[config.mk]
export PLATFORM = sky130hd
export DESIGN_NAME = serial_tx_port_flat
export DESIGN_NICKNAME = d
export VERILOG_FILES = /design/src/rtl/serial_tx_port_if.sv /design/src/rtl/serial_tx_port.sv /design/src/flat_wrapper.sv
export SDC_FILE = /design/constraint.sdc
export NUM_CORES = 1
export LEC_CHECK = 0
export BUFFER_PORTS_ARGS = -buffer_cell sky130_fd_sc_hd__buf_2
export CAP_MARGIN = 10
export CORE_MARGIN = 4
export CORE_UTILIZATION = 57
export CTS_BUF_LIST = sky130_fd_sc_hd__clkbuf_2 sky130_fd_sc_hd__clkbuf_4 sky130_fd_sc_hd__clkbuf_8
export DETAILED_ROUTE_END_ITERATION = 8
export GPL_ROUTABILITY_DRIVEN = 0
export HOLD_SLACK_MARGIN = 0.06
export PLACE_DENSITY = 0.74
export SLEW_MARGIN = 0
export SYNTH_ARGS = -nofsm -noshare
export SYNTH_HDL_FRONTEND = slang
export SYNTH_SLANG_ARGS = --single-unit
[constraint.sdc]
create_clock -name clock -period 3.6 [get_ports clock]
set_clock_uncertainty 0.05 [all_clocks]
set_input_delay 1.08 -clock clock [delete_from_list [all_inputs] [get_ports clock]]
set_output_delay 1.08 -clock clock [all_outputs]
set_load 0.05 [all_outputs]
[src/rtl/serial_tx_port_if.sv]
// Byte-wide serial write handshake between the processor core and serial_tx_port.
interface serial_tx_port_if;
  logic [7:0] serial_in;
  logic       serial_wren_in;
  logic       serial_ready_out;

  modport master (
    output serial_in,
    output serial_wren_in,
    input  serial_ready_out
  );

  modport slave (
    input  serial_in,
    input  serial_wren_in,
    output serial_ready_out
  );
endinterface

[src/rtl/serial_tx_port.sv]
// serial_tx_port: accepts processor bytes into a FIFO and sends them as UART 8N1 frames, LSB first.
// Define SERIAL_TX_PARITY_EN to insert an even-parity bit between the data bits and the stop bit.
module serial_tx_port #(
  parameter int unsigned CLKS_PER_BIT = 434,
  parameter int unsigned FIFO_DEPTH   = 16
) (
  input  logic                        clock,
  input  logic                        reset,
  serial_tx_port_if.slave             bus,
  output logic                        tx_out,
  output logic                        busy_out,
  output logic                        overflow_out,
  output logic [$clog2(FIFO_DEPTH):0] fifo_count_out
);

  localparam int unsigned PTR_W  = $clog2(FIFO_DEPTH);
  localparam int unsigned CNT_W  = PTR_W + 1;
  localparam int unsigned BAUD_W = $clog2(CLKS_PER_BIT);
  localparam logic [BAUD_W-1:0] BAUD_LAST = BAUD_W'(CLKS_PER_BIT - 1);
  localparam logic [CNT_W-1:0]  CNT_FULL  = CNT_W'(FIFO_DEPTH);

  typedef enum logic [2:0] {
    S_IDLE,
    S_START,
    S_DATA,
    S_PARITY,
    S_STOP
  } state_t;

  state_t              state_q, state_d;
  logic [BAUD_W-1:0]   baud_q, baud_d;
  logic [2:0]          bit_q, bit_d;
  logic [7:0]          shift_q, shift_d;
  logic                tx_d;
  logic                busy_d;
  logic                baud_done;

  logic [7:0]          mem [FIFO_DEPTH];
  logic [PTR_W-1:0]    wr_ptr_q, wr_ptr_d;
  logic [PTR_W-1:0]    rd_ptr_q, rd_ptr_d;
  logic [CNT_W-1:0]    count_q, count_d;
  logic                overflow_d;
  logic [7:0]          head;
  logic                ready_c;
  logic                push;
  logic                pop;

`ifdef SERIAL_TX_PARITY_EN
  logic                parity_q, parity_d;
`endif

  // Ready never anticipates a same-cycle pop: it follows the registered count only.
  assign ready_c               = !reset && (count_q < CNT_FULL);
  assign bus.serial_ready_out  = ready_c;
  assign push                  = bus.serial_wren_in && ready_c;
  assign head                  = mem[rd_ptr_q];
  assign baud_done             = (baud_q == BAUD_LAST);
  assign fifo_count_out        = count_q;
  assign busy_d                = (state_d != S_IDLE) || (count_d != '0);

  // FIFO bookkeeping and sticky overflow flag
  always_comb begin
    wr_ptr_d   = wr_ptr_q;
    rd_ptr_d   = rd_ptr_q;
    overflow_d = overflow_q_hold();
    if (push) wr_ptr_d = wr_ptr_q + PTR_W'(1);
    if (pop)  rd_ptr_d = rd_ptr_q + PTR_W'(1);
    count_d = count_q + CNT_W'(push) - CNT_W'(pop);
    if (bus.serial_wren_in && !ready_c) overflow_d = 1'b1;
  end

  function automatic logic overflow_q_hold();
    return overflow_out;
  endfunction

  // TX next-state and next-output logic
  always_comb begin
    state_d = state_q;
    baud_d  = baud_q;
    bit_d   = bit_q;
    shift_d = shift_q;
    tx_d    = tx_out;
    pop     = 1'b0;
`ifdef SERIAL_TX_PARITY_EN
    parity_d = parity_q;
`endif

    if (state_q != S_IDLE) baud_d = baud_done ? '0 : baud_q + BAUD_W'(1);

    case (state_q)
      S_IDLE: begin
        tx_d = 1'b1;
        if (count_q != '0) begin
          pop     = 1'b1;
          shift_d = head;
`ifdef SERIAL_TX_PARITY_EN
          parity_d = ^head;
`endif
          tx_d    = 1'b0;
          baud_d  = '0;
          state_d = S_START;
        end
      end

      S_START: begin
        if (baud_done) begin
          bit_d   = '0;
          tx_d    = shift_q[0];
          shift_d = {1'b0, shift_q[7:1]};
          state_d = S_DATA;
        end
      end

      S_DATA: begin
        if (baud_done) begin
          if (bit_q == 3'd7) begin
`ifdef SERIAL_TX_PARITY_EN
            tx_d    = parity_q;
            state_d = S_PARITY;
`else
            tx_d    = 1'b1;
            state_d = S_STOP;
`endif
          end else begin
            bit_d   = bit_q + 3'd1;
            tx_d    = shift_q[0];
            shift_d = {1'b0, shift_q[7:1]};
          end
        end
      end

      S_PARITY: begin
        if (baud_done) begin
          tx_d    = 1'b1;
          state_d = S_STOP;
        end
      end

      S_STOP: begin
        if (baud_done) begin
          // Chain straight into the next start bit when more data is waiting.
          if (count_q != '0) begin
            pop     = 1'b1;
            shift_d = head;
`ifdef SERIAL_TX_PARITY_EN
            parity_d = ^head;
`endif
            tx_d    = 1'b0;
            state_d = S_START;
          end else begin
            tx_d    = 1'b1;
            state_d = S_IDLE;
          end
        end
      end

      default: begin
        tx_d    = 1'b1;
        baud_d  = '0;
        state_d = S_IDLE;
      end
    endcase
  end

  // State and output registers; reset aborts any frame and flushes the FIFO.
  always_ff @(posedge clock) begin
    if (reset) begin
      state_q      <= S_IDLE;
      baud_q       <= '0;
      bit_q        <= '0;
      shift_q      <= '0;
      tx_out       <= 1'b1;
      busy_out     <= 1'b0;
      overflow_out <= 1'b0;
      wr_ptr_q     <= '0;
      rd_ptr_q     <= '0;
      count_q      <= '0;
`ifdef SERIAL_TX_PARITY_EN
      parity_q     <= 1'b0;
`endif
    end else begin
      state_q      <= state_d;
      baud_q       <= baud_d;
      bit_q        <= bit_d;
      shift_q      <= shift_d;
      tx_out       <= tx_d;
      busy_out     <= busy_d;
      overflow_out <= overflow_d;
      wr_ptr_q     <= wr_ptr_d;
      rd_ptr_q     <= rd_ptr_d;
      count_q      <= count_d;
`ifdef SERIAL_TX_PARITY_EN
      parity_q     <= parity_d;
`endif
    end
  end

  // FIFO storage; contents need no reset since count gates every read.
  always_ff @(posedge clock) begin
    if (push) mem[wr_ptr_q] <= bus.serial_in;
  end

endmodule
[src/flat_wrapper.sv]
// flat-port wrapper written by rule: the top's interface ports become plain ports
module serial_tx_port_flat 
#(
  parameter int unsigned CLKS_PER_BIT = 434,
  parameter int unsigned FIFO_DEPTH   = 16
)
  (clock, reset, tx_out, busy_out, overflow_out, fifo_count_out, bus_serial_in, bus_serial_wren_in, bus_serial_ready_out);
  serial_tx_port_if bus_i ();
  input  logic clock;
  input  logic reset;
  output logic tx_out;
  output logic busy_out;
  output logic overflow_out;
  output logic [$clog2(FIFO_DEPTH):0] fifo_count_out;
  input wire logic [$bits(bus_i.serial_in)-1:0] bus_serial_in;
  input wire logic [$bits(bus_i.serial_wren_in)-1:0] bus_serial_wren_in;
  output wire logic [$bits(bus_i.serial_ready_out)-1:0] bus_serial_ready_out;
  assign bus_i.serial_in = bus_serial_in;
  assign bus_i.serial_wren_in = bus_serial_wren_in;
  assign bus_serial_ready_out = bus_i.serial_ready_out;
  serial_tx_port #(.CLKS_PER_BIT(CLKS_PER_BIT), .FIFO_DEPTH(FIFO_DEPTH)) u_core (.clock(clock), .reset(reset), .bus(bus_i), .tx_out(tx_out), .busy_out(busy_out), .overflow_out(overflow_out), .fifo_count_out(fifo_count_out));
endmodule
==> results of run 1 <==
[power groups by stage]
| stage | Clock, mW | Combinational (mW) | Sequential, mW |
|---|---|---|---|
| after CTS | 1.41 | 1.37 | 2.38 |
| after global placement | 0 | 1.32 | 2.41 |
| after global routing | 1.49 | 1.50 | 2.40 |
| final | 1.39 | 1.37 | 2.38 |
| after floorplan | 0 | 0.984 | 2.46 |
| after detailed placement | 0 | 1.36 | 2.42 |
[critical path, stage by stage (launching register included)]
cell and delay [ps]:
dfxtp_1 430, ha_1 240, nand4bb_4 140, o31ai_4 210, and2_1 270, ha_1 170
inv_1 40, ha_1 200, fa_1 410, a21oi_1 180, nor2_1 60, o21ai_0 180
a21oi_1 110, or4_1 480
[Yosys cell counts, drive strengths merged (2+ instances only)]
master,n
buf,16
o31a,2
o21bai,2
nor3b,2
a22oi,2
nand3,9
nand2,17
a21oi,10
mux2,12
dfxtp,43
ha,15
a41oi,2
a2111oi,13
xnor2,9
nor3,10
or2,2
nand4,4
a221oi,7
a31oi,8
o21ai,6
o22ai,6
inv,11
edfxtp,128
nand2b,3
nor2,57
and2,3
xor2,8
nor2b,12
a211oi,7
or3,2
clkbuf,7
mux2i,8
o31ai,2
mux4,20
and3,3
[metal layers]
metal / wire, um / GRT usage (%) / up-vias
li1: - / - / 1954
met1: 6150 / 28.8 / 2119
met2: 7210 / 33.6 / 129
met3: 860 / 5.29 / 26
met4: 279 / 7.72 / 0
met5: 0 / 0 / -
[flip-flops by register name, summed over array words and instances, names as in the netlist, 3 cells and up, named ones only]
signal / count
u_core.baud_q: 9
u_core.bit_q: 3
u_core.fifo_count_out: 5
u_core.mem: 128
u_core.rd_ptr_q: 4
u_core.shift_q: 8
u_core.state_q: 3
u_core.wr_ptr_q: 4
[cell families (layout without fill, tap and decap cells)]
family / Yosys count / count (layout) / share of synthesized area (%)
AOI/OAI and AO/OA: 75 / 75 / 8.00
xor gates and xnor gates: 17 / 17 / 2.06
adders and majority gates: 16 / 16 / 2.87
buffers and inverters: 34 / 84 / 2.59
DFF: 171 / 171 / 65.0
muxes: 40 / 40 / 9.66
and+or+nand+nor: 132 / 132 / 9.80
[cells in the final DEF, fill, tap and decap left out, drive strengths merged, types with 3 or more instances in the layout]
cell type / netlist / layout
ha: 15 / 15
mux4: 20 / 20
a221oi: 7 / 7
o22ai: 6 / 6
a31oi: 8 / 8
nand2b: 3 / 3
o21ai: 6 / 6
a21oi: 10 / 10
nor2b: 12 / 12
edfxtp: 128 / 128
xor2: 8 / 8
xnor2: 9 / 9
dfxtp: 43 / 43
nand3: 9 / 9
nand2: 17 / 17
and3: 3 / 3
clkinv: 0 / 4
inv: 11 / 14
clkinvlp: 0 / 4
clkbuf: 7 / 18
buf: 16 / 41
a2111oi: 13 / 13
mux2: 12 / 12
nand4: 4 / 4
mux2i: 8 / 8
nor3: 10 / 10
bufinv: 0 / 3
and2: 3 / 3
a211oi: 7 / 7
nor2: 57 / 57
[final timing paths]
kind         depth (start not counted)             endpoint                 from  slack, ps
max                                 13      u_core.busy_out     u_core.baud_q[0]        290
min                                  2  u_core.overflow_out  u_core.overflow_out        420
max reg2reg                         13      u_core.busy_out     u_core.baud_q[0]        290
min reg2reg                          2  u_core.overflow_out  u_core.overflow_out        420
[area by class of cell]
cell class              count  area, um^2  area share, %
flip-flops and latches    171        4710           58.9
multi-input cells         280        2340           29.4
clock inverters            14         170           2.13
well taps                 168         210           2.63
inverters                  11        41.3          0.517
repair buffers             41         273           3.42
clock buffers              18         241           3.02
==> metrics.csv, run 1 <==
metric,value,unit
root buffer cell,clkbuf_8,
I/O pin count,20,
"area leader, netlist",edfxtp_1,
Final setup viols,0,
synthesized area,7240,um^2
Seq pwr share,46.3,%
vias per cell,6.01,
Post-Place Cells,671,
fin crit share,92.0,%
Post-DP HPWL,9740,um
DRT Pass-1 Iters,5,
Post-CTS Setup Inserts,0,
sequential-to-total area share from yosys stat,65.0,%
Worst setup EP type,register,
Design Power,5.14,mW
initial antenna violation count,0,
Cell variety after synth,65,
Final Core Density,65.4,%
Final WS setup,290,ps
syn_nets,512,
Clock Latency Late Sink,450,ps
Ant. Diodes,0,
CP max FO,6,
DP Area,7570,um^2
Post-synth EDFFs,128,
Least-Margin Pin Slew,768,ps
Leak Pwr,2.66,nW
Yosys reg bits,171,
Fill cells,888,
min Tclk post-route,3310,ps
Fin Setup TNS,0,ps
Post-Place Worst Slack,333,ps
"Avg Cell Area, Syn",14.9,um^2
pwr dens,644,nW/um^2
total number of vias,4228,
startpoint class of the critical path,register,
number of antenna-violating nets in the routed design,0,
post_cts resized,0,
1st-iter DRT viols,438,
status,finished clean,
Final Hold Fails,0,
Synth area leaders,"edfxtp_1, dfxtp_1, mux4_2",
I/O Buffers,19,
Synth top area share,53.1,%
peak supply drop,0.000336,V
grt total ovfl,0,
WL/cell,20.6,um
Final Non-Filler Cells,703,
"Hold-fix buffers, CTS",0,
effective utilization at floorplan,59.3,%
H-tree Lvls,4,
Clk pwr share,27.0,%
post-synthesis cell count,485,
Clock Pin Slew Worst Setup and Hold Paths,90,ps
Die Y,121,um
hold_ws,422,ps
vias in the first global route,4192,
pin count of the biggest net entering global routing,38,
Gate power share,26.7,%
CP required,3880,ps
CTS tree,done,
die span in x,121,um
layout cell share with drive strength beyond 1,20.7,%
Switch Pwr,1.61,mW
switching share of power,31.4,%
Hold/Removal Path Class,reg2reg,
first-pass GRT wire length,23000,um
Die ar.,14600,um^2
synth warn,0,
Max clock buf depth,2,
cell area after layout,7990,um^2
Post-synth top flop,edfxtp_1,
Syn-to-layout area delta,10.4,%
residual DRC count,0,
headroom to the max-slew limit,47.5,%
clock sink count,171,
total routed wirelength,14500,um
RSZ-0062 raised after global routing,false,
CP arrival,3590,ps
gr usage total,21.2,%
"Async S/R FF share, synth",0,%
internal power,3.53,mW
cts bufs inserted,17,
core area,12200,um^2
Max Cap Viol,0,
row count,40,
final-report max-slew violation count,0,
critical path class,reg2reg,
Max Freq,302,MHz
Total Nets Final,549,
No activity file was read; power rests on OpenSTA's default activity.
==> inputs of run 2 (changes only) <==
--- a/config.mk
+++ b/config.mk
@@ -12,8 +12,9 @@
 export CTS_BUF_LIST = sky130_fd_sc_hd__clkbuf_2 sky130_fd_sc_hd__clkbuf_4 sky130_fd_sc_hd__clkbuf_8
 export DETAILED_ROUTE_END_ITERATION = 8
 export GPL_ROUTABILITY_DRIVEN = 0
-export HOLD_SLACK_MARGIN = 0.06
+export HOLD_SLACK_MARGIN = 0.12
 export PLACE_DENSITY = 0.74
+export REMOVE_ABC_BUFFERS = 1
 export SLEW_MARGIN = 0
 export SYNTH_ARGS = -nofsm -noshare
 export SYNTH_HDL_FRONTEND = slang
==> constraint.sdc (replaced) <==
create_clock -name clock -period 4.3 [get_ports clock]
set_clock_uncertainty 0.05 [all_clocks]
set_input_delay 1.29 -clock clock [delete_from_list [all_inputs] [get_ports clock]]
set_output_delay 1.29 -clock clock [all_outputs]
set_load 0.05 [all_outputs]
==> run 2 against run 1 <==
  * First-iteration DRC count fell by 27%
  * Sequential power decreased by 16%
  * Sequential share of layout area grew 1.3 points
  * Clock power down 27%
  * Utilization fell by 1.5 points
  * Worst setup slack improved by 540 ps
  * Largest cell class unchanged
  * Highest routed layer unchanged
==> metrics.csv, run 2 (same netlist as run 1, synthesis figures left out) <==
metric,value,unit,change
Fin Setup TNS,0,ps,unchanged
Clk pwr share,24.7,%,was 27.0%
Final Hold Fails,0,,unchanged
RSZ-0062 raised after global routing,false,,unchanged
Final setup viols,0,,unchanged
H-tree Lvls,4,,unchanged
largest registers,"u_core.mem (128), u_core.baud_q (9), u_core.shift_q (8)",,unchanged
Max Freq,288,MHz,was 302 MHz
startpoint class of the critical path,register,,unchanged
critical path class,reg2reg,,unchanged
CP required,4580,ps,was 3880 ps
peak supply drop,0.000276,V,was 0.000336 V
total routed wirelength,13600,um,was 14500 um
Clock Latency Late Sink,450,ps,about the same
headroom to the max-slew limit,30.9,%,was 47.5%
1st-iter DRT viols,318,,was 438
clock sink count,171,,unchanged
initial antenna violation count,1,,was 0
layout cell share with drive strength beyond 1,18.0,%,was 20.7%
Switch Pwr,1.33,mW,was 1.61 mW
Die Y,121,um,unchanged
fin crit share,80.7,%,was 92.0%
CP arrival,3750,ps,was 3590 ps
vias per cell,5.98,,was 6.01
final-report max-slew violation count,0,,unchanged
vias in the first global route,4154,,was 4192
row count,40,,unchanged
internal power,2.75,mW,was 3.53 mW
max FFs per register,128,,unchanged
I/O Buffers,19,,unchanged
Max Cap Viol,0,,unchanged
"most common cell after layout, fill and taps aside",edfxtp_1,,unchanged
grt total ovfl,0,,unchanged
"Hold-fix buffers, CTS",0,,unchanged
residual DRC count,0,,unchanged
Hold/Removal Path Class,reg2reg,,unchanged
most frequent cells in the layout,"edfxtp_1, nor2_1, dfxtp_1",,unchanged
Seq pwr share,49.3,%,was 46.3%
Total Nets Final,535,,was 549
min Tclk post-route,3470,ps,was 3310 ps
post_cts resized,0,,unchanged
Reg with most FFs,u_core.mem,,unchanged
CTS tree,done,,unchanged
Clock Pin Slew Worst Setup and Hold Paths,90,ps,about the same
Die ar.,14600,um^2,unchanged
Gate power share,26.0,%,was 26.7%
switching share of power,32.7,%,was 31.4%
number of antenna-violating nets in the routed design,0,,unchanged
Post-CTS Setup Inserts,0,,unchanged
cts bufs inserted,17,,unchanged
I/O pin count,20,,unchanged
Max clock buf depth,2,,unchanged
root buffer cell,clkbuf_8,,unchanged
Syn-to-layout area delta,7.90,%,was 10.4%
total number of vias,4123,,was 4228
gr usage total,20.1,%,was 21.2%
WL/cell,19.7,um,was 20.6 um
status,finished clean,,unchanged
flop2flop setup slack,830,ps,was 290 ps
die span in x,121,um,unchanged
CP max FO,8,,was 6
pwr dens,523,nW/um^2,was 644 nW/um^2
Least-Margin Pin Slew,1030,ps,was 768 ps
Worst setup EP type,register,,unchanged
Post-DP HPWL,8990,um,was 9740 um
effective utilization at floorplan,59.3,%,unchanged
core area,12200,um^2,unchanged
first-pass GRT wire length,22100,um,was 23000 um
Final Core Density,63.9,%,was 65.4%
DRT Pass-1 Iters,5,,unchanged
pin count of the biggest net entering global routing,38,,unchanged
Leak Pwr,2.56,nW,was 2.66 nW
-- run 2: power groups by stage --
stage	Combinational (mW)	Sequential, mW	Clock (mW)
detailed placement	1.06	2.05	0
global placement	1.03	2.05	0
CTS	1.07	2.01	1.03
floorplan	0.685	2.14	0
finish	1.06	2.01	1.01
global route	1.18	2.04	1.11
-- run 2: path summary, 6_finish.rpt --
| path | to | startpoint | cells after the start |
|---|---|---|---|
| worst max-delay path | u_core.busy_out | u_core.baud_q[0] | 13 |
| worst min-delay path | u_core.overflow_out | u_core.overflow_out | 2 |
| worst max register to register | u_core.busy_out | u_core.baud_q[0] | 13 |
| worst min register to register | u_core.overflow_out | u_core.overflow_out | 2 |
-- run 2: metrics by stage --
stage	worst slack (ps)	instances	hold WS, ps	cell area, um^2	total power, mW
after floorplan	551	462	380	7090	2.83
after global placement	869	657	396	7460	3.08
after detailed placement	827	657	417	7460	3.11
after CTS	852	689	439	7810	4.11
after global routing	541	690	468	7810	4.32
final	831	690	428	7810	4.09
-- run 2: metal layers --
| layer | routed length, um | part of all wire (%) | track usage [%] | vias up |
|---|---|---|---|---|
| met5 | 0 | 0 | 0 | - |
| met1 | 6100 | 45 | 27.4 | 2056 |
| met3 | 655 | 4.8 | 4.21 | 14 |
| met2 | 6580 | 48 | 31.8 | 123 |
| li1 | - | - | - | 1930 |
| met4 | 251 | 1.8 | 7.79 | 0 |
-- run 2: area by class of cell --
type                            instances  area (um^2)
Multi-Input combinational cell        280         2340
Inverter                               11         41.3
Timing Repair Buffer                   27          155
Fill cell                             895         4400
Antenna cell                            1         2.50
Tap cell                              168          210
Clock buffer                           17          234
Sequential cell                       171         4710
Clock inverter                         15          115
-- run 2: critical path, cell delays in order, from the launching register on --
cell,delay [ps]
dfxtp_1,440
ha_1,270
nand4bb_4,150
o31ai_4,400
and2_1,300
ha_1,160
inv_1,40
ha_1,190
fa_1,410
a21oi_1,160
nor2_1,60
o21ai_0,160
a21oi_1,90
or4_1,470
==> inputs of run 3 (changes only) <==
--- a/config.mk
+++ b/config.mk
@@ -13,7 +13,7 @@
 export DETAILED_ROUTE_END_ITERATION = 8
 export GPL_ROUTABILITY_DRIVEN = 0
 export HOLD_SLACK_MARGIN = 0.12
-export PLACE_DENSITY = 0.74
+export PLACE_DENSITY = 0.77
 export REMOVE_ABC_BUFFERS = 1
 export SLEW_MARGIN = 0
 export SYNTH_ARGS = -nofsm -noshare
==> constraint.sdc (replaced) <==
create_clock -name clock -period 3.1 [get_ports clock]
set_clock_uncertainty 0.05 [all_clocks]
set_input_delay 0.93 -clock clock [delete_from_list [all_inputs] [get_ports clock]]
set_output_delay 0.93 -clock clock [all_outputs]
set_load 0.05 [all_outputs]
==> run 3 against run 2 <==
  * Non-clock buffer count increased by 25
  * Worst setup slack got worse by 650 ps
  * Design area increased by 2.5%
  * Combinational power increased by 60%
  * Critical path depth decreased by 1
  * Routed wire length increased by 5.1%
  * Hold slack improved by 6.6 ps
  * Sequential cell count unchanged
  * Via count increased by 4.0%
  * Largest power group unchanged
  * Global-route usage increased by 0.92 points
  * Critical path type unchanged
  * Register-to-register slack got worse by 650 ps
==> metrics.csv, run 3 (same netlist as run 1, synthesis figures left out) <==
metric,value,unit,change
residual DRC count,0,,unchanged
RR Startpoint,u_core.baud_q[1],,was u_core.baud_q[0]
Clk pwr share,23.3,%,was 24.7%
Final Core Density,65.6,%,was 63.9%
Least-Margin Pin Slew,870,ps,was 1030 ps
pin count of the biggest net entering global routing,38,,unchanged
CP max FO,4,,was 8
Worst path top cell family by delay,adder cells,,unchanged
total number of vias,4286,,was 4123
Post-DP HPWL,9430,um,was 8990 um
Final setup viols,0,,unchanged
CP required,3380,ps,was 4580 ps
row count,40,,unchanged
Clock Pin Slew Worst Setup and Hold Paths,90,ps,about the same
Switch Pwr,1.87,mW,was 1.33 mW
crit path launch,u_core.baud_q[1],,was u_core.baud_q[0]
Die ar.,14600,um^2,unchanged
RSZ-0062 raised after global routing,false,,unchanged
DRT Pass-1 Iters,5,,unchanged
Max Cap Viol,0,,unchanged
Fill cells,901,,was 895
CTS tree,done,,unchanged
status,finished clean,,unchanged
hold_ws,434,ps,was 428 ps
critical path class,reg2reg,,unchanged
Design Power,5.78,mW,was 4.09 mW
Max clock buf depth,2,,unchanged
Ant. Diodes,0,,was 1
DP Area,7640,um^2,was 7460 um^2
"most common cell after layout, fill and taps aside",edfxtp_1,,unchanged
1st-iter DRT viols,486,,was 318
vias in the first global route,4217,,was 4154
number of antenna-violating nets in the routed design,0,,unchanged
CP Cell Sequence,inv_1 > ha_2 > nand4bb_4 > o31ai_4 > and2_4 > ha_1 > inv_1 > ha_2 > fa_2 > nor2_2 > a41oi_1 > or4_1,,was ha_1 > nand4bb_4 > o31ai_4 > and2_1 > ha_1 > inv_1 > ha_1 > fa_1 > a21oi_1 > nor2_1 > o21ai_0 > a21oi_1 > or4_1
initial antenna violation count,0,,was 1
total routed wirelength,14300,um,was 13600 um
Syn-to-layout area delta,10.6,%,was 7.90%
WL/cell,20.0,um,was 19.7 um
largest registers,"u_core.mem (128), u_core.baud_q (9), u_core.shift_q (8)",,unchanged
I/O pin count,20,,unchanged
CP Buf/Inv Count,2,,was 1
Total Nets Final,560,,was 535
cts bufs inserted,17,,unchanged
most frequent cells in the layout,"edfxtp_1, nor2_1, dfxtp_1",,unchanged
gr usage total,21.0,%,was 20.1%
peak supply drop,0.000428,V,was 0.000276 V
Final WS setup,180,ps,was 831 ps
layout cell share with drive strength beyond 1,24.4,%,was 18.0%
headroom to the max-slew limit,40.5,%,was 30.9%
cell area after layout,8010,um^2,was 7810 um^2
Die Y,121,um,unchanged
Hold Path Origin,u_core.overflow_out,,unchanged
I/O Buffers,19,,unchanged
CP arrival,3200,ps,was 3750 ps
Worst setup EP type,register,,unchanged
fin crit share,94.2,%,was 80.7%
internal power,3.91,mW,was 2.75 mW
min Tclk post-route,2920,ps,was 3470 ps
vias per cell,6.00,,was 5.98
root buffer cell,clkbuf_8,,unchanged
Max Freq,343,MHz,was 288 MHz
Reg with most FFs,u_core.mem,,unchanged
max FFs per register,128,,unchanged
Critical-path top delay cell,or4_1,,unchanged
first-pass GRT wire length,22900,um,was 22100 um
Post-Place Worst Slack,-6.80,ps,was 827 ps
H-tree Lvls,4,,unchanged
effective utilization at floorplan,59.3,%,unchanged
switching share of power,32.4,%,was 32.7%
core area,12200,um^2,unchanged
startpoint class of the critical path,register,,unchanged
pwr dens,722,nW/um^2,was 523 nW/um^2
grt total ovfl,0,,unchanged
Clock Latency Late Sink,450,ps,about the same
Leak Pwr,2.69,nW,was 2.56 nW
final-report max-slew violation count,0,,unchanged
die span in x,121,um,unchanged
Hold/Removal Path Class,reg2reg,,unchanged
Gate power share,29.4,%,was 26.0%
CP max stage delay,470,ps,about the same
clock sink count,171,,unchanged
Final Hold Fails,0,,unchanged
Seq pwr share,47.3,%,was 49.3%
run 3: cell types whose count changed in the layout (fill, tap and decap cells not counted), sizes merged:
cell / delta
buf: +25
inv: -3
clkinv: +2
clkbuf: +1
diode: -1
run 3: worst paths after layout:
kind                                       endpoint  slack, ps  cells past startpoint
worst max-delay path                u_core.busy_out        180                     12
worst min-delay path            u_core.overflow_out        430                      2
worst max register to register      u_core.busy_out        180                     12
worst min register to register  u_core.overflow_out        430                      2
run 3: final cells by class:
type / instances / area (um^2) / share of cell area (%)
sequential: 171 / 4710 / 58.8
multi-input combinational: 280 / 2360 / 29.5
timing repair buffer: 52 / 343 / 4.28
clock buffer: 18 / 241 / 3.02
tap: 168 / 210 / 2.63
clock inverter: 14 / 96.3 / 1.20
inverter: 11 / 41.3 / 0.516
run 3: worst register-to-register path, delay by kind of cell, from the launching register on:
family | cells | cell delay, ps
compound gates | 2 | 320
flops | 1 | 350
fa+ha+maj | 4 | 1070
buf+inv | 2 | 130
simple gates | 4 | 900
run 3: repair_timing:
action | CTS | global route
hold buffers | 0 | 0
cloned | 0 | 0
endpoints found under the setup margin | 1 | 1
setup buffers | 0 | 1
pin swaps | 0 | 4
gates resized for setup | 2 | 11
run 3: stage by stage:
step / std cells / TNS (ps)
final: 714 / 0
after global routing: 714 / 0
after CTS: 713 / 0
after detailed placement: 681 / -6.80
after global placement: 681 / 0
after floorplan: 462 / -2730
run 3: layer usage:
layer	track usage [%]	vias up	share of wire (%)	wire length, um
met3	4.96	16	5.9	836
met5	0	-	0	0
met1	28.4	2155	43	6150
li1	-	1976	-	-
met4	6.44	0	1.4	196
met2	33.9	139	50	7110
run 3: power by group through the flow:
stage / combinational [mW] / sequential (mW) / clock (mW)
2_1_floorplan: 0.951 / 2.97 / 0
3_3_place_gp: 1.58 / 2.76 / 0
3_5_place_dp: 1.64 / 2.78 / 0
4_1_cts: 1.66 / 2.73 / 1.37
5_1_grt: 1.85 / 2.75 / 1.48
6_report: 1.70 / 2.73 / 1.35
